**src/rtl/dds_pkg.sv**
```systemverilog
// ---------------------------------------------------------------------------
// dds_pkg
// Shared definitions for the DDS frequency-sweep sequencer.
//   - Sweep mode encodings (MODE_SINGLE / MODE_SAW / MODE_TRI; 2'b11 acts as
//     single because it is neither repeat encoding).
//   - Sweep FSM state enum.
//   - isRepeat(): true for the modes that loop until stopped.
// ---------------------------------------------------------------------------
package dds_pkg;

    localparam logic [1:0] MODE_SINGLE = 2'b00;
    localparam logic [1:0] MODE_SAW    = 2'b01;
    localparam logic [1:0] MODE_TRI    = 2'b10;

    typedef enum logic [1:0] {
        IDLE = 2'd0,
        RUN  = 2'd1,
        LAST = 2'd2
    } sweep_state_e;

    function automatic logic isRepeat(input logic [1:0] m);
        return (m == MODE_SAW) || (m == MODE_TRI);
    endfunction

endpackage

```
**src/rtl/dds_sweep_step.sv**
```systemverilog
// ---------------------------------------------------------------------------
// dds_sweep_step
// Combinational next-point calculator for the sweep sequencer.
// Ports:
//   cur    in  N  current frequency word
//   inc    in  N  step magnitude
//   target in  N  endpoint of the current leg
//   dir    in  1  1 = step upwards, 0 = step downwards
//   next   out N  next frequency word, clamped to target
//   hit    out 1  next equals target (endpoint reached)
// ---------------------------------------------------------------------------
module dds_sweep_step #(
    parameter int N = 32
) (
    input  logic [N-1:0] cur,
    input  logic [N-1:0] inc,
    input  logic [N-1:0] target,
    input  logic         dir,
    output logic [N-1:0] next,
    output logic         hit
);

    logic [N:0] sum;
    logic [N:0] diff;

    // One extra bit catches carry-out / borrow so a step past either end of
    // the word range clamps to the target instead of wrapping.
    always_comb begin
        sum  = {1'b0, cur} + {1'b0, inc};
        diff = {1'b0, cur} - {1'b0, inc};
        next = cur;
        if (dir) begin
            if (sum[N] || (sum[N-1:0] >= target)) begin
                next = target;
            end else begin
                next = sum[N-1:0];
            end
        end else begin
            if (diff[N] || (diff[N-1:0] <= target)) begin
                next = target;
            end else begin
                next = diff[N-1:0];
            end
        end
        hit = (next == target);
    end

endmodule

```
**src/rtl/dds_sweep_ctrl.sv**
```systemverilog
// ---------------------------------------------------------------------------
// dds_sweep_ctrl
// Frequency-sweep sequencer feeding the DDS core in place of the static
// frequency/phase converter. Steps fre_step from f_start to f_stop in f_inc
// increments, holding each point dwell+1 cycles. Modes: single, sawtooth
// repeat, triangle repeat.
// Ports:
//   clk, rstn         clock, asynchronous active-low reset
//   start, stop       start request (IDLE only), abort (RUN/LAST)
//   mode              sweep mode (see dds_pkg)
//   f_start, f_stop   sweep endpoints; f_stop < f_start sweeps down
//   f_inc, dwell      step magnitude, extra hold cycles per point
//   pha_cfg, wave_cfg phase word / waveform select for the whole sweep
//   fre_step, pha_step, wave_sel   registered outputs to the DDS core
//   busy              high in RUN/LAST
//   done              one-cycle pulse at normal end of a single sweep
// ---------------------------------------------------------------------------
module dds_sweep_ctrl
    import dds_pkg::*;
#(
    parameter int N       = 32,
    parameter int M       = 12,
    parameter int DWELL_W = 16
) (
    input  logic               clk,
    input  logic               rstn,
    input  logic               start,
    input  logic               stop,
    input  logic [1:0]         mode,
    input  logic [N-1:0]       f_start,
    input  logic [N-1:0]       f_stop,
    input  logic [N-1:0]       f_inc,
    input  logic [DWELL_W-1:0] dwell,
    input  logic [M-1:0]       pha_cfg,
    input  logic [3:0]         wave_cfg,
    output logic [N-1:0]       fre_step,
    output logic [M-1:0]       pha_step,
    output logic [3:0]         wave_sel,
    output logic               busy,
    output logic               done
);

    sweep_state_e       state_q, state_d;
    logic [N-1:0]       fre_q, fre_d;
    logic [M-1:0]       pha_q, pha_d;
    logic [3:0]         wave_q, wave_d;
    logic               busy_q, busy_d;
    logic               done_q, done_d;
    logic [DWELL_W-1:0] cnt_q, cnt_d;
    logic               dirUp_q, dirUp_d;
    logic               leg_q, leg_d;
    logic               atEnd_q, atEnd_d;
    logic [1:0]         mode_q, mode_d;
    logic [N-1:0]       fStart_q, fStart_d;
    logic [N-1:0]       fStop_q, fStop_d;
    logic [N-1:0]       inc_q, inc_d;
    logic [DWELL_W-1:0] dwell_q, dwell_d;

    logic               legEff;
    logic [N-1:0]       stepTarget;
    logic               stepDir;
    logic [N-1:0]       stepNext;
    logic               stepHit;

    // leg_q=0 is the forward leg (towards f_stop), 1 the triangle return leg.
    // When the triangle sits on an endpoint the following step already uses
    // the flipped leg, so the endpoint is shown only once per turn.
    always_comb begin
        legEff     = (atEnd_q && (mode_q == MODE_TRI)) ? ~leg_q : leg_q;
        stepTarget = legEff ? fStart_q : fStop_q;
        stepDir    = dirUp_q ^ legEff;
    end

    dds_sweep_step #(.N(N)) uStep (
        .cur    (fre_q),
        .inc    (inc_q),
        .target (stepTarget),
        .dir    (stepDir),
        .next   (stepNext),
        .hit    (stepHit)
    );

    // Next-state and output logic.
    always_comb begin
        state_d  = state_q;
        fre_d    = fre_q;
        pha_d    = pha_q;
        wave_d   = wave_q;
        done_d   = 1'b0;
        cnt_d    = cnt_q;
        dirUp_d  = dirUp_q;
        leg_d    = leg_q;
        atEnd_d  = atEnd_q;
        mode_d   = mode_q;
        fStart_d = fStart_q;
        fStop_d  = fStop_q;
        inc_d    = inc_q;
        dwell_d  = dwell_q;

        case (state_q)
            IDLE: begin
                if (start && !stop) begin
                    mode_d   = mode;
                    fStart_d = f_start;
                    fStop_d  = f_stop;
                    inc_d    = f_inc;
                    dwell_d  = dwell;
                    dirUp_d  = (f_stop >= f_start);
                    fre_d    = f_start;
                    pha_d    = pha_cfg;
                    wave_d   = wave_cfg;
                    cnt_d    = dwell;
                    leg_d    = 1'b0;
                    atEnd_d  = 1'b0;
                    // A single sweep with nothing to step is just one point.
                    if (!isRepeat(mode) && ((f_inc == '0) || (f_start == f_stop))) begin
                        state_d = LAST;
                    end else begin
                        state_d = RUN;
                    end
                end
            end
            RUN: begin
                if (stop) begin
                    state_d = IDLE;
                end else if (cnt_q != '0) begin
                    cnt_d = cnt_q - DWELL_W'(1);
                end else begin
                    cnt_d = dwell_q;
                    if (atEnd_q && (mode_q == MODE_SAW)) begin
                        fre_d   = fStart_q;
                        atEnd_d = 1'b0;
                    end else begin
                        fre_d   = stepNext;
                        leg_d   = legEff;
                        atEnd_d = stepHit;
                        if (stepHit && !isRepeat(mode_q)) begin
                            state_d = LAST;
                        end
                    end
                end
            end
            LAST: begin
                if (stop) begin
                    state_d = IDLE;
                end else if (cnt_q != '0) begin
                    cnt_d = cnt_q - DWELL_W'(1);
                end else begin
                    state_d = IDLE;
                    done_d  = 1'b1;
                end
            end
            default: begin
                state_d = IDLE;
            end
        endcase

        busy_d = (state_d != IDLE);
    end

    // State and datapath registers.
    always_ff @(posedge clk or negedge rstn) begin
        if (!rstn) begin
            state_q  <= IDLE;
            fre_q    <= '0;
            pha_q    <= '0;
            wave_q   <= '0;
            busy_q   <= 1'b0;
            done_q   <= 1'b0;
            cnt_q    <= '0;
            dirUp_q  <= 1'b1;
            leg_q    <= 1'b0;
            atEnd_q  <= 1'b0;
            mode_q   <= MODE_SINGLE;
            fStart_q <= '0;
            fStop_q  <= '0;
            inc_q    <= '0;
            dwell_q  <= '0;
        end else begin
            state_q  <= state_d;
            fre_q    <= fre_d;
            pha_q    <= pha_d;
            wave_q   <= wave_d;
            busy_q   <= busy_d;
            done_q   <= done_d;
            cnt_q    <= cnt_d;
            dirUp_q  <= dirUp_d;
            leg_q    <= leg_d;
            atEnd_q  <= atEnd_d;
            mode_q   <= mode_d;
            fStart_q <= fStart_d;
            fStop_q  <= fStop_d;
            inc_q    <= inc_d;
            dwell_q  <= dwell_d;
        end
    end

    assign fre_step = fre_q;
    assign pha_step = pha_q;
    assign wave_sel = wave_q;
    assign busy     = busy_q;
    assign done     = done_q;

endmodule

```
**config.mk**
```make
export PLATFORM = sky130hd
export DESIGN_NAME = dds_sweep_ctrl
export DESIGN_NICKNAME = d
export VERILOG_FILES = /design/src/rtl/dds_pkg.sv /design/src/rtl/dds_sweep_step.sv /design/src/rtl/dds_sweep_ctrl.sv
export SDC_FILE = /design/constraint.sdc
export NUM_CORES = 1
export LEC_CHECK = 0
export CAP_MARGIN = 0
export CORE_UTILIZATION = 60
export CTS_BUF_LIST = sky130_fd_sc_hd__clkbuf_2 sky130_fd_sc_hd__clkbuf_4 sky130_fd_sc_hd__clkbuf_8
export DETAILED_ROUTE_END_ITERATION = 8
export GPL_TIMING_DRIVEN = 0
export PLACE_DENSITY = 0.95
export SLEW_MARGIN = 20
export SYNTH_ARGS = -nofsm -noshare
export SYNTH_HDL_FRONTEND = slang
export SYNTH_HIERARCHICAL = 1
export SYNTH_SLANG_ARGS = --single-unit
```
**constraint.sdc**
```tcl
create_clock -name clk -period 7 [get_ports clk]
set_input_delay 0.7 -clock clk [delete_from_list [all_inputs] [get_ports clk]]
set_output_delay 0.7 -clock clk [all_outputs]
set_load 0.05 [all_outputs]
```
==> results of run 1 <==
[stage by stage]
stage / worst slack, ns / instances
after global routing: -0.05798 / 2835
after floorplan: 0.8915 / 2229
final: 0.06023 / 2835
after detailed placement: -1.429 / 2791
after global placement: -2.321 / 2790
after CTS: 0.002399 / 2824
[cell families (layout without fill, tap and decap cells)]
kind of cell | after synthesis | after routing
compound gates | 586 | 586
xor+xnor | 107 | 107
fa+ha+maj | 170 | 170
buf+inv | 261 | 489
flops | 185 | 185
mux | 44 | 44
simple gates | 876 | 876
[sequential cells by signal (all words and copies together), names as in the netlist]
name / count
atEnd_q: 1
mode_q: 2
wave_sel: 4
dirUp_q: 1
dwell_q: 16
leg_q: 1
fStart_q: 32
done: 1
pha_step: 12
fStop_q: 32
inc_q: 32
busy: 1
cnt_q: 16
fre_step: 32
state_q: 2
[per-layer routing]
layer  global-route usage, %  vias up  part of all wire (%)
met2                   71.89     1229                    45
met3                   9.808      231                    11
met4                   21.43        0                   5.1
met5                       0        -                     0
li1                        -     8324                     -
met1                   57.33     8813                    39
[worst min path at each step]
stage               slack, ns   startpoint          end
floorplan                0.40         rstn      atEnd_q
detailed placement       0.46   fStop_q[1]   fStop_q[1]
CTS                      0.19         rstn     inc_q[1]
finish                   0.18         rstn     inc_q[1]
global route             0.24         rstn    inc_q[11]
global placement         0.45  fStop_q[19]  fStop_q[19]
[synth_stat cells, types with 12 or more instances]
cell / instances
sky130_fd_sc_hd__a2111oi_0: 12
sky130_fd_sc_hd__a211oi_1: 15
sky130_fd_sc_hd__a21o_1: 24
sky130_fd_sc_hd__a21oi_1: 189
sky130_fd_sc_hd__a31oi_1: 21
sky130_fd_sc_hd__buf_2: 15
sky130_fd_sc_hd__clkbuf_1: 82
sky130_fd_sc_hd__dfrtp_1: 184
sky130_fd_sc_hd__ha_1: 168
sky130_fd_sc_hd__inv_1: 150
sky130_fd_sc_hd__mux2_2: 31
sky130_fd_sc_hd__nand2_1: 509
sky130_fd_sc_hd__nand2b_1: 23
sky130_fd_sc_hd__nand3_1: 39
sky130_fd_sc_hd__nand4_1: 34
sky130_fd_sc_hd__nor2_1: 104
sky130_fd_sc_hd__nor2b_1: 19
sky130_fd_sc_hd__nor3_1: 36
sky130_fd_sc_hd__nor4_1: 35
sky130_fd_sc_hd__o211ai_1: 12
sky130_fd_sc_hd__o21ai_0: 93
sky130_fd_sc_hd__o21ai_1: 37
sky130_fd_sc_hd__o22ai_1: 22
sky130_fd_sc_hd__o31ai_1: 18
sky130_fd_sc_hd__or3_1: 12
sky130_fd_sc_hd__xnor2_1: 74
sky130_fd_sc_hd__xor2_1: 30
[critical path, delay by kind of cell, from the launching register on]
| kind | cells | cell delay, ns |
|---|---|---|
| AO/OA/AOI/OAI | 12 | 3.09 |
| buffers and inverters | 1 | 0.18 |
| adder cells (fa/ha/maj) | 3 | 0.95 |
| XOR/XNOR | 1 | 0.19 |
| AND/OR/NAND/NOR | 8 | 1.96 |
| flip-flops | 1 | 0.43 |
[what timing repair did]
action | CTS | global route
resized for setup | 25 | 35
setup endpoints to repair | 32 | 22
hold buffers | 0 | 0
pin swaps | 2 | 12
setup buffers | 2 | 11
[area by class of cell]
type | instances | area share [%]
Multi-Input combinational cell | 1783 | 57.96
Sequential cell | 185 | 22.87
Timing Repair Buffer | 197 | 9.683
Inverter | 152 | 2.816
Tap cell | 378 | 2.334
Buffer | 108 | 2.310
Clock buffer | 17 | 1.155
Clock inverter | 15 | 0.8707
==> parameters.txt, run 1 <==
Parameter                              Value

Global routing
  Via count of the first global-routing pass ... between 15k and 20k
  Total routing usage reported by global routing ... 44.84%
  Final global-route overflow total ... 0
  First-pass GRT wire length ... 98.31 mm
  Maximum number of pins on one net before global-route repair ... 96
  Antenna violations before repair ... 0

Setup path
  Register-to-register setup slack ... between 0.06 and 0.07 ns
  Required time of the critical path ... 7.45 ns
  Crit start category ... flop
  Capturing element type of the critical path ... flop
  Largest stage delay, worst path ... 0.44 ns
  Crit Reg-Reg Startpoint ... inc_q[0]
  Crit path kind ... reg2reg
  Most prevalent standard cell on the critical path ... sky130_fd_sc_hd__a21oi_1
  Setup crit end ... busy
  CP startpoint ... inc_q[0]
  Worst reg2reg endpoint ... busy
  CP max-delay cell ... sky130_fd_sc_hd__o31ai_4
  Worst-path fanout max ... 7
  FF-to-FF path depth ... 25
  Arrival time worst endpoint ... roughly 7.4 ns

Timing
  Worst Hold Slack ... around 0.18 ns
  Final clock period utilization by the worst path ... between 90% and 100%
  Final critical path time including I/O delays and setup ... roughly 6.9 ns
  Clock Skew ... 0.03108 ns
  Transition time of the tightest slew-check pin ... approximately 1.1 ns
  Max_slew headroom ... between 20% and 30%
  Maximum achievable frequency ... ~140 MHz
  Number of endpoints failing setup at the final stage ... 0
  Sum Neg Setup Slack ... 0 ns
  Max-slew violations ... 0
  Final hold vios ... 0

Place
  Instance area after placement ... slightly below 20000 µm²
  HPWL after DPL ... ~53 mm
  Placer's final routability congestion estimate ... 1.026
  Port Buffer Count ... 183

Layout
  Fraction of layout instances using a drive strength above 1 ... under 10%
  Fill cells ... 2188
  Utilization of the core after routing ... about 73%
  Diodes inserted ... 0
  Most common cell after layout, fill and taps aside ... sky130_fd_sc_hd__nand2_1
  Final design instance area without fill ... about 20000 µm²
  Final layout net count ... roughly 2.7k
  Commonest non-fill, non-tap cells in the layout ... sky130_fd_sc_hd__nand2_1, sky130_fd_sc_hd__a21oi_1, sky130_fd_sc_hd__clkdlybuf4s50_1
  Total area of sequential cells ... around 4600 µm²
  Multi-input combinational cell area ... between 10000 and 15000 µm²
  Area growth syn-to-layout ... 18.46%

Clock network
  Clk sinks ... about 190
  Source-to-sink clock delay at the later pin of the worst-skew pair ... 0.55 ns
  CTS H-tree depth ... 4
  CTS tree ... done
  CTS Root Buffer Type ... sky130_fd_sc_hd__clkbuf_8
  Clock transition time at the flip-flop clock pins of the worst setup and hold paths ... approximately 0.13 ns
  Largest buffer count on any clock path ... 2
  Number of buffers added by the clock tree synthesis step ... 17

Synthesis
  Synth Area in Compound Gates ... about 23%
  Seq/Total Area, Yosys ... 27.07%
  Simple logic cell fraction of the synthesized area ... 23.24%
  Syn nets ... 2533
  Proportion of synthesized flip-flops having asynchronous set or reset ... 100.0%
  Most area-consuming cells after synthesis ... sky130_fd_sc_hd__dfrtp_1, sky130_fd_sc_hd__ha_1, sky130_fd_sc_hd__nand2_1
  Warning count from the yosys run ... 6
  Cell taking the most area after synthesis ... sky130_fd_sc_hd__dfrtp_1
  Flop and latch count out of synthesis ... 185
  Number of flops mapped to enable cells by yosys ... 0
  Synth Cell Area ... between 15000 and 20000 µm²
  Mean instance size in the synthesized netlist ... 7.673 µm²
  Multiplexer share of the synthesized area ... between 2 and 3%
  Yosys top cell area share ... a little over a quarter
  Number of distinct standard cells referenced by the synthesized netlist ... ~100
  Post-synthesis xor/xnor area fraction ... under 10%
  Dominant combinational cell family by area after synthesis ... simple AND/OR/NAND/NOR gates
  Flip-flop cell with the highest count after synthesis ... sky130_fd_sc_hd__dfrtp_1
  Adder and majority cell fraction of the synthesized area ... about 13%
  Post-synthesis instance total ... 2229

Worst hold path
  Type of the worst min-delay path ... in2async

Floorplan
  Die span in y ... ~170 µm
  Number of placement rows ... 61
  Std-Cell Core Area ... roughly 28000 µm²
  Initial standard-cell utilization of the core ... 61.23%
  Die width ... around 170 µm
  I/O pin count ... roughly 180
  Die area ... approximately 30000 µm²

Routing
  Via Count ... roughly 19k
  Total Routed Length ... around 66 mm
  Detailed-route wire length per cell ... around 23 µm
  Per-cell via count in the routed design ... approximately 6.6
  Count of routing violations after the opening detailed-route iteration ... 2357
  Routed Antenna Nets ... 0
  Post-route DRC violation count ... 0
  DRT Pass-1 Iters ... 8

Run status
  Run status ... finished clean

Flow run
  Number of max-capacitance violations reported ... 0
Power of run 1 is not shown: default switching activity piles up to over one toggle a cycle in this logic, so the estimate is an artifact.
==> run 2, diff against run 1 <==
--- a/config.mk
+++ b/config.mk
@@ -10,6 +10,7 @@
 export CTS_BUF_LIST = sky130_fd_sc_hd__clkbuf_2 sky130_fd_sc_hd__clkbuf_4 sky130_fd_sc_hd__clkbuf_8
 export DETAILED_ROUTE_END_ITERATION = 8
 export GPL_TIMING_DRIVEN = 0
+export MAX_ROUTING_LAYER = met4
 export PLACE_DENSITY = 0.95
 export SLEW_MARGIN = 20
 export SYNTH_ARGS = -nofsm -noshare
==> run 2 against run 1 <==
  * Wire length grew 0.56%
  * Clock-buffer cell count grew 1
  * Worst hold slack gained 0.027 ns
  * Final cell count is essentially flat
  * Fmax shrank 0.48%
  * Sequential cell count is the same
  * Via count grew 0.35%
  * Sequential share of layout area is essentially flat
  * Critical path depth grew 4
==> parameters.txt, run 2 (synthesis results as in run 1) <==
Parameter                              Value

Run status
  Run status ... finished clean (unchanged)

Setup path
  Crit start category ... flop (unchanged)
  CP max-delay cell ... sky130_fd_sc_hd__dfrtp_2 (was sky130_fd_sc_hd__o31ai_4)
  Required time of the critical path ... 7.43 ns (was 7.45 ns)
  Arrival time worst endpoint ... 7.41 ns (was 7.39 ns)
  Capturing element type of the critical path ... flop (unchanged)
  Crit Reg-Reg Startpoint ... fre_step[11] (was inc_q[0])
  Crit path kind ... reg2reg (unchanged)
  Worst-path fanout max ... 10 (was 7)
  CP startpoint ... fre_step[11] (was inc_q[0])
  Kind of cell adding the most delay to the critical path ... compound AO/OA/AOI/OAI gates (unchanged)
  CP Buf/Inv Count ... 3 (was 1)
  Largest stage delay, worst path ... 0.50 ns (was 0.44 ns)

Routing
  Total Routed Length ... 66.35 mm (was 65.98 mm)
  DRT Pass-1 Iters ... 5 (was 8)
  Per-cell via count in the routed design ... 6.581 (was 6.560)
  Count of routing violations after the opening detailed-route iteration ... 2561 (was 2357)
  Routed Antenna Nets ... 0 (unchanged)
  Post-route DRC violation count ... 0 (unchanged)
  Detailed-route wire length per cell ... 23.40 µm (was 23.27 µm)
  Via Count ... 18.66k (was 18.60k)

Timing
  Clock Skew ... 0.02736 ns (was 0.03108 ns)
  Max_slew headroom ... 22.37% (was 26.89%)
  Final clock period utilization by the worst path ... 99.62% (was 99.14%)
  Number of endpoints failing setup at the final stage ... 0 (unchanged)
  Worst Hold Slack ... 0.2076 ns (was 0.1809 ns)
  Maximum achievable frequency ... 143.4 MHz (was 144.1 MHz)
  Final critical path time including I/O delays and setup ... 6.973 ns (was 6.940 ns)
  Max-slew violations ... 0 (unchanged)
  Transition time of the tightest slew-check pin ... 1.157 ns (was 1.087 ns)
  Final hold vios ... 0 (unchanged)

Global routing
  GR peak layer ... met2 (unchanged)
  Maximum number of pins on one net before global-route repair ... 97 (was 96)
  Met3 track demand over resource ... 8.351% (was 9.808%)
  Via count of the first global-routing pass ... 17.70k (was 17.58k)
  Met1 GRT Util ... 58.24% (was 57.33%)
  Total routing usage reported by global routing ... 46.60% (was 44.84%)
  First-pass GRT wire length ... 99.52 mm (was 98.31 mm)
  Final global-route overflow total ... 0 (unchanged)
  Antenna violations before repair ... 0 (unchanged)
  Met2 usage in global routing ... 73.42% (was 71.89%)

Clock network
  Clk sinks ... 185 (unchanged)
  Largest buffer count on any clock path ... 2 (unchanged)
  Number of buffers added by the clock tree synthesis step ... 17 (unchanged)
  Clock transition time at the flip-flop clock pins of the worst setup and hold paths ... 0.12 ns (was 0.13 ns)
  Source-to-sink clock delay at the later pin of the worst-skew pair ... 0.53 ns (was 0.55 ns)
  CTS tree ... done (unchanged)
  CTS Root Buffer Type ... sky130_fd_sc_hd__clkbuf_8 (unchanged)
  CTS H-tree depth ... 4 (unchanged)
  Number of buffers added to fix hold violations after cts ... 0 (unchanged)

Layout
  Diodes inserted ... 0 (unchanged)
  Fraction of layout instances using a drive strength above 1 ... 8.218% (was 8.018%)
  Area growth syn-to-layout ... 18.48% (was 18.46%)
  Commonest non-fill, non-tap cells in the layout ... sky130_fd_sc_hd__nand2_1, sky130_fd_sc_hd__a21oi_1, sky130_fd_sc_hd__dfrtp_1, sky130_fd_sc_hd__clkdlybuf4s50_1, sky130_fd_sc_hd__ha_1 (was sky130_fd_sc_hd__nand2_1, sky130_fd_sc_hd__a21oi_1, sky130_fd_sc_hd__clkdlybuf4s50_1)
  Most common cell after layout, fill and taps aside ... sky130_fd_sc_hd__nand2_1 (unchanged)
  Final layout net count ... 2749 (was 2748)
  Utilization of the core after routing ... 72.54% (was 72.53%)

Floorplan
  I/O pin count ... 184 (unchanged)
  Die area ... 29190 µm² (unchanged)
  Initial standard-cell utilization of the core ... 61.23% (unchanged)
  Number of placement rows ... 61 (unchanged)
  Std-Cell Core Area ... 27930 µm² (unchanged)
  Die span in y ... 170.8 µm (unchanged)
  Die width ... 170.8 µm (unchanged)

Place
  Port Buffer Count ... 183 (unchanged)
  Placer's final routability congestion estimate ... 1.076 (was 1.026)
  HPWL after DPL ... 52.83 mm (was 52.67 mm)

Worst hold path
  Type of the worst min-delay path ... in2async (unchanged)

Flow run
  Number of max-capacitance violations reported ... 0 (unchanged)
## run 2: cell count changes in the layout (fill, tap and decap cells not counted), sizes merged
cell / delta
inv: +2
clkbuf: +1
clkinvlp: -1
clkinv: -2
buf: +1
## run 2: timing repair
| item | in CTS | in global routing |
|---|---|---|
| resized for setup | 34 | 27 |
| buffers inserted | 3 | 11 |
| setup endpoints to repair | 31 | 8 |
| pin swaps | 4 | 15 |
## run 2: routing by layer
layer | vias up | share of wire [%]
li1 | 8330 | -
met3 | 216 | 10
met5 | - | 0
met1 | 8906 | 40
met4 | 0 | 4.6
met2 | 1211 | 45
## run 2: path summary, 6_finish.rpt
| kind | to | slack [ns] | cells past startpoint |
|---|---|---|---|
| worst max-delay path | state_q[1] | 0.03 | 29 |
| worst min-delay path | inc_q[10] | 0.21 | 1 |
| worst max register to register | state_q[1] | 0.03 | 29 |
| worst min register to register | fStop_q[22] | 0.49 | 2 |
| max in group asynchronous | dwell_q[4] | 5.81 | 2 |
| min in group clk | fStop_q[22] | 0.49 | 2 |
## run 2: cell type report
cell class | count | area [µm²]
plain buffers | 108 | 462.9
clock buffers | 18 | 241.5
clock inverters | 14 | 155.1
fillers | 2135 | 7670
inverters | 152 | 570.5
multi-input cells | 1783 | 11760
flip-flops and latches | 185 | 4633
well taps | 378 | 473.0
repair buffers | 198 | 1969
## run 2: stage by stage
step                      TNS [ns]  instance area [µm²]  cells  setup WS, ns
after detailed placement    -20.26                19450   2791        -1.307
after CTS                        0                20050   2825       0.01524
final                            0                20260   2836       0.02685
after floorplan                  0                17100   2229        0.8915
after global routing      -0.05427                20260   2836      -0.02742
after global placement     -452.16                19410   2790        -2.392
## run 2: worst register-to-register path: cells and delay by family (launching register included)
| family | cells | cell delay, ns |
|---|---|---|
| buffers and inverters | 3 | 0.53 |
| adders and majority gates | 2 | 0.60 |
| and+or+nand+nor | 11 | 2.13 |
| muxes | 1 | 0.29 |
| AOI/OAI and AO/OA | 11 | 2.63 |
| xor gates and xnor gates | 1 | 0.22 |
| DFF | 1 | 0.50 |
Power of run 2 is left out for the same reason.
==> run 3, diff against run 2 <==
--- a/config.mk
+++ b/config.mk
@@ -6,14 +6,13 @@
 export NUM_CORES = 1
 export LEC_CHECK = 0
 export CAP_MARGIN = 0
-export CORE_UTILIZATION = 60
+export CORE_UTILIZATION = 59
 export CTS_BUF_LIST = sky130_fd_sc_hd__clkbuf_2 sky130_fd_sc_hd__clkbuf_4 sky130_fd_sc_hd__clkbuf_8
 export DETAILED_ROUTE_END_ITERATION = 8
 export GPL_TIMING_DRIVEN = 0
 export MAX_ROUTING_LAYER = met4
-export PLACE_DENSITY = 0.95
+export PLACE_DENSITY = 0.94
 export SLEW_MARGIN = 20
 export SYNTH_ARGS = -nofsm -noshare
 export SYNTH_HDL_FRONTEND = slang
-export SYNTH_HIERARCHICAL = 1
 export SYNTH_SLANG_ARGS = --single-unit
==> run 3 against run 2 <==
  * First-iteration DRC count down 19%
  * Highest routed layer unchanged
  * Synthesized cell count decreased by 15%
  * Synthesized area down 4.7%
  * Non-clock buffer count is 26 lower
  * The flow now finishes with violations (negative setup slack)
  * Sequential cell count stayed put
  * Fmax down 1.2%
  * Worst setup slack got worse by 0.082 ns
  * Critical path depth is 6 lower
==> parameters.txt, run 3 <==
Parameter                              Value

Run status
  Run status ... finished, violations left (was finished clean)
  Violations in the final reports ... negative setup slack

Place
  HPWL after DPL ... 50.85 mm (was 52.83 mm)
  Port Buffer Count ... 183 (unchanged)
  Instance area after placement ... 18610 µm² (was 19450 µm²)
  Placer's final routability congestion estimate ... 1.045 (was 1.076)
  Post-placement worst setup slack ... 0.09466 ns (was -1.307 ns)

Routing
  Per-cell via count in the routed design ... 6.886 (was 6.581)
  DRT Pass-1 Iters ... 6 (was 5)
  Post-route DRC violation count ... 0 (unchanged)
  Via Count ... 16.97k (was 18.66k)
  Total Routed Length ... 64.14 mm (was 66.35 mm)
  Detailed-route wire length per cell ... 26.03 µm (was 23.40 µm)
  Routed Antenna Nets ... 0 (unchanged)
  Count of routing violations after the opening detailed-route iteration ... 2082 (was 2561)

Setup path
  Required time of the critical path ... 7.41 ns (was 7.43 ns)
  Worst-path fanout max ... 10 (unchanged)
  FF-to-FF path depth ... 23 (was 29)
  Crit path kind ... reg2reg (unchanged)
  Worst reg2reg endpoint ... fre_step[21] (was state_q[1])
  CP startpoint ... fre_step[16] (was fre_step[11])
  Capturing element type of the critical path ... flop (unchanged)
  Setup crit end ... fre_step[21] (was state_q[1])
  Register-to-register setup slack ... -0.06 ns (was 0.03 ns)
  Crit Reg-Reg Startpoint ... fre_step[16] (was fre_step[11])
  Arrival time worst endpoint ... 7.46 ns (was 7.41 ns)
  Crit start category ... flop (unchanged)

Clock network
  Clk sinks ... 185 (unchanged)
  Largest buffer count on any clock path ... 2 (unchanged)
  Number of buffers added by the clock tree synthesis step ... 17 (unchanged)
  CTS tree ... done (unchanged)
  CTS H-tree depth ... 4 (unchanged)
  Clock transition time at the flip-flop clock pins of the worst setup and hold paths ... 0.15 ns (was 0.12 ns)
  CTS Root Buffer Type ... sky130_fd_sc_hd__clkbuf_8 (unchanged)
  Source-to-sink clock delay at the later pin of the worst-skew pair ... 0.54 ns (was 0.53 ns)

Synthesis
  Commonest cells in the synthesized netlist ... sky130_fd_sc_hd__nand2_1, sky130_fd_sc_hd__dfrtp_1, sky130_fd_sc_hd__o21ai_0, sky130_fd_sc_hd__ha_1, sky130_fd_sc_hd__a21oi_1 (was sky130_fd_sc_hd__nand2_1, sky130_fd_sc_hd__a21oi_1, sky130_fd_sc_hd__dfrtp_1, sky130_fd_sc_hd__ha_1, sky130_fd_sc_hd__inv_1)
  Syn nets ... 2209 (was 2533)
  Yosys top cell area share ... 28.26% (was 26.92%)
  Flip-flop cell with the highest count after synthesis ... sky130_fd_sc_hd__dfrtp_1 (unchanged)
  Number of distinct standard cells referenced by the synthesized netlist ... 97 (was 102)
  Most area-consuming cells after synthesis ... sky130_fd_sc_hd__dfrtp_1, sky130_fd_sc_hd__ha_1, sky130_fd_sc_hd__mux2_2 (was sky130_fd_sc_hd__dfrtp_1, sky130_fd_sc_hd__ha_1, sky130_fd_sc_hd__nand2_1)
  Proportion of synthesized flip-flops having asynchronous set or reset ... 100.0% (unchanged)
  Flop and latch count out of synthesis ... 185 (unchanged)
  Synth Cell Area ... 16300 µm² (was 17100 µm²)
  Warning count from the yosys run ... 0 (was 6)
  Post-synthesis instance total ... 1905 (was 2229)
  Cell taking the most area after synthesis ... sky130_fd_sc_hd__dfrtp_1 (unchanged)
  Number of flops mapped to enable cells by yosys ... 0 (unchanged)
  Seq/Total Area, Yosys ... 28.42% (was 27.07%)
  Dominant cell by count in the synthesized netlist ... sky130_fd_sc_hd__nand2_1 (unchanged)
  Mean instance size in the synthesized netlist ... 8.554 µm² (was 7.673 µm²)

Layout
  Final layout net count ... 2414 (was 2749)
  Final design instance area without fill ... 19160 µm² (was 20260 µm²)
  Fraction of layout instances using a drive strength above 1 ... 10.22% (was 8.218%)
  Fill cells ... 2055 (was 2135)
  Diodes inserted ... 0 (unchanged)
  Most common cell after layout, fill and taps aside ... sky130_fd_sc_hd__nand2_1 (unchanged)
  Commonest non-fill, non-tap cells in the layout ... sky130_fd_sc_hd__nand2_1, sky130_fd_sc_hd__dfrtp_1, sky130_fd_sc_hd__clkdlybuf4s50_1 (was sky130_fd_sc_hd__nand2_1, sky130_fd_sc_hd__a21oi_1, sky130_fd_sc_hd__dfrtp_1, sky130_fd_sc_hd__clkdlybuf4s50_1, sky130_fd_sc_hd__ha_1)
  Area growth syn-to-layout ... 17.56% (was 18.48%)

Timing
  Slack of the critical path ... -0.05518 ns (was 0.02685 ns)
  Final clock period utilization by the worst path ... 100.8% (was 99.62%)
  Final hold vios ... 0 (unchanged)
  Transition time of the tightest slew-check pin ... 1.084 ns (was 1.157 ns)
  Maximum achievable frequency ... 141.7 MHz (was 143.4 MHz)
  Max_slew headroom ... 25.67% (was 22.37%)
  Final critical path time including I/O delays and setup ... 7.055 ns (was 6.973 ns)
  Sum Neg Setup Slack ... -0.05518 ns (was 0 ns)
  Max-slew violations ... 0 (unchanged)
  Worst Hold Slack ... 0.03376 ns (was 0.2076 ns)
  Number of endpoints failing setup at the final stage ... 1 (was 0)
  Clock Skew ... 0.03390 ns (was 0.02736 ns)
  Unrepaired setup endpoints after global routing ... true

Global routing
  Via count of the first global-routing pass ... 16.73k (was 17.70k)
  Maximum number of pins on one net before global-route repair ... 71 (was 97)
  First-pass GRT wire length ... 96.90 mm (was 99.52 mm)
  Final global-route overflow total ... 0 (unchanged)
  Antenna violations before repair ... 1 (was 0)
  Total routing usage reported by global routing ... 46.92% (was 46.60%)

Floorplan
  Die span in y ... 168.2 µm (was 170.8 µm)
  Number of placement rows ... 60 (was 61)
  Die area ... 28290 µm² (was 29190 µm²)
  Die width ... 168.2 µm (was 170.8 µm)
  Initial standard-cell utilization of the core ... 60.30% (was 61.23%)
  Std-Cell Core Area ... 27030 µm² (was 27930 µm²)
  I/O pin count ... 184 (unchanged)

Worst hold path
  Type of the worst min-delay path ... in2async (unchanged)

Flow run
  Number of max-capacitance violations reported ... 0 (unchanged)
==> run 3: cell count changes in the layout (fill, tap and decap cells not counted), sizes merged, moves of 10 or more <==
cell / delta
xor2: -12
nand2: -314
nor4: -12
nor2: -15
clkbuf: -24
mux2: +71
o21ai: +43
mux2i: +25
a211oi: +10
nand3: -11
a21oi: -48
inv: -26
o211ai: +23
==> run 3: final cells by class <==
class	instances	area [µm²]	share of cell area [%]
clock inverters	15	231.5	1.208
inverters	126	473.0	2.469
plain buffers	94	427.9	2.234
clock buffers	17	234.0	1.221
well taps	341	426.7	2.227
multi-input cells	1500	10830	56.55
repair buffers	186	1899	9.914
flip-flops and latches	185	4631	24.17
==> run 3: through the flow <==
stage	cells	utilization (%)
CTS	2463	70.60
global route	2464	70.88
detailed placement	2431	68.88
global placement	2429	68.65
finish	2464	70.88
floorplan	1905	-
==> run 3: worst min path at each step <==
stage,startpoint,to,cells past startpoint
floorplan,rstn,atEnd_q,0
global placement,dirUp_q,dirUp_q,2
detailed placement,dirUp_q,dirUp_q,2
CTS,rstn,inc_q[7],1
global route,rstn,inc_q[7],1
finish,rstn,inc_q[7],1
==> run 3: metal layers <==
layer  vias to the layer above  routed length [µm]  track usage, %
met5                         -                   0               -
met1                      8109               25010           57.69
met3                       291                6077           7.452
met4                         0                4111           27.04
met2                      1190               28950           73.51
li1                       7378                   -               -
==> run 3: timing repair <==
item | in CTS | in global routing
endpoints found under the setup margin | 0 | 18
resized for setup | 0 | 18
hold buffers | 0 | 0
setup buffers | 0 | 1
==> run 3: worst max-delay path: stages, from the launching register on <==
cell and delay (ns):
sky130_fd_sc_hd__dfrtp_1 0.51, sky130_fd_sc_hd__ha_1 0.33, sky130_fd_sc_hd__buf_2 0.18, sky130_fd_sc_hd__or4_1 0.54, sky130_fd_sc_hd__nand2b_4 0.19, sky130_fd_sc_hd__a211oi_1 0.51, sky130_fd_sc_hd__a21oi_1 0.17, sky130_fd_sc_hd__a21oi_1 0.29
sky130_fd_sc_hd__a21boi_0 0.21, sky130_fd_sc_hd__xnor2_1 0.37, sky130_fd_sc_hd__ha_1 0.31, sky130_fd_sc_hd__nand4_1 0.14, sky130_fd_sc_hd__nor2_1 0.09, sky130_fd_sc_hd__nand4_1 0.16, sky130_fd_sc_hd__o22ai_1 0.08, sky130_fd_sc_hd__or4_1 0.49
sky130_fd_sc_hd__or2_1 0.34, sky130_fd_sc_hd__buf_4 0.22, sky130_fd_sc_hd__nand2_1 0.19, sky130_fd_sc_hd__clkbuf_1 0.55, sky130_fd_sc_hd__o2111ai_1 0.31, sky130_fd_sc_hd__o211ai_1 0.21, sky130_fd_sc_hd__o21ai_0 0.21, sky130_fd_sc_hd__mux2_2 0.34
==> run 3: cells by family after synthesis <==
kind of cell / Yosys count / synth area share, %
AO/OA/AOI/OAI: 574 / 22.70
multiplexers: 140 / 9.444
XOR/XNOR: 93 / 5.091
adder cells (fa/ha/maj): 170 / 13.14
buffers and inverters: 220 / 5.490
AND/OR/NAND/NOR: 523 / 15.71
flip-flops: 185 / 28.42
Power of run 3 is left out for the same reason.
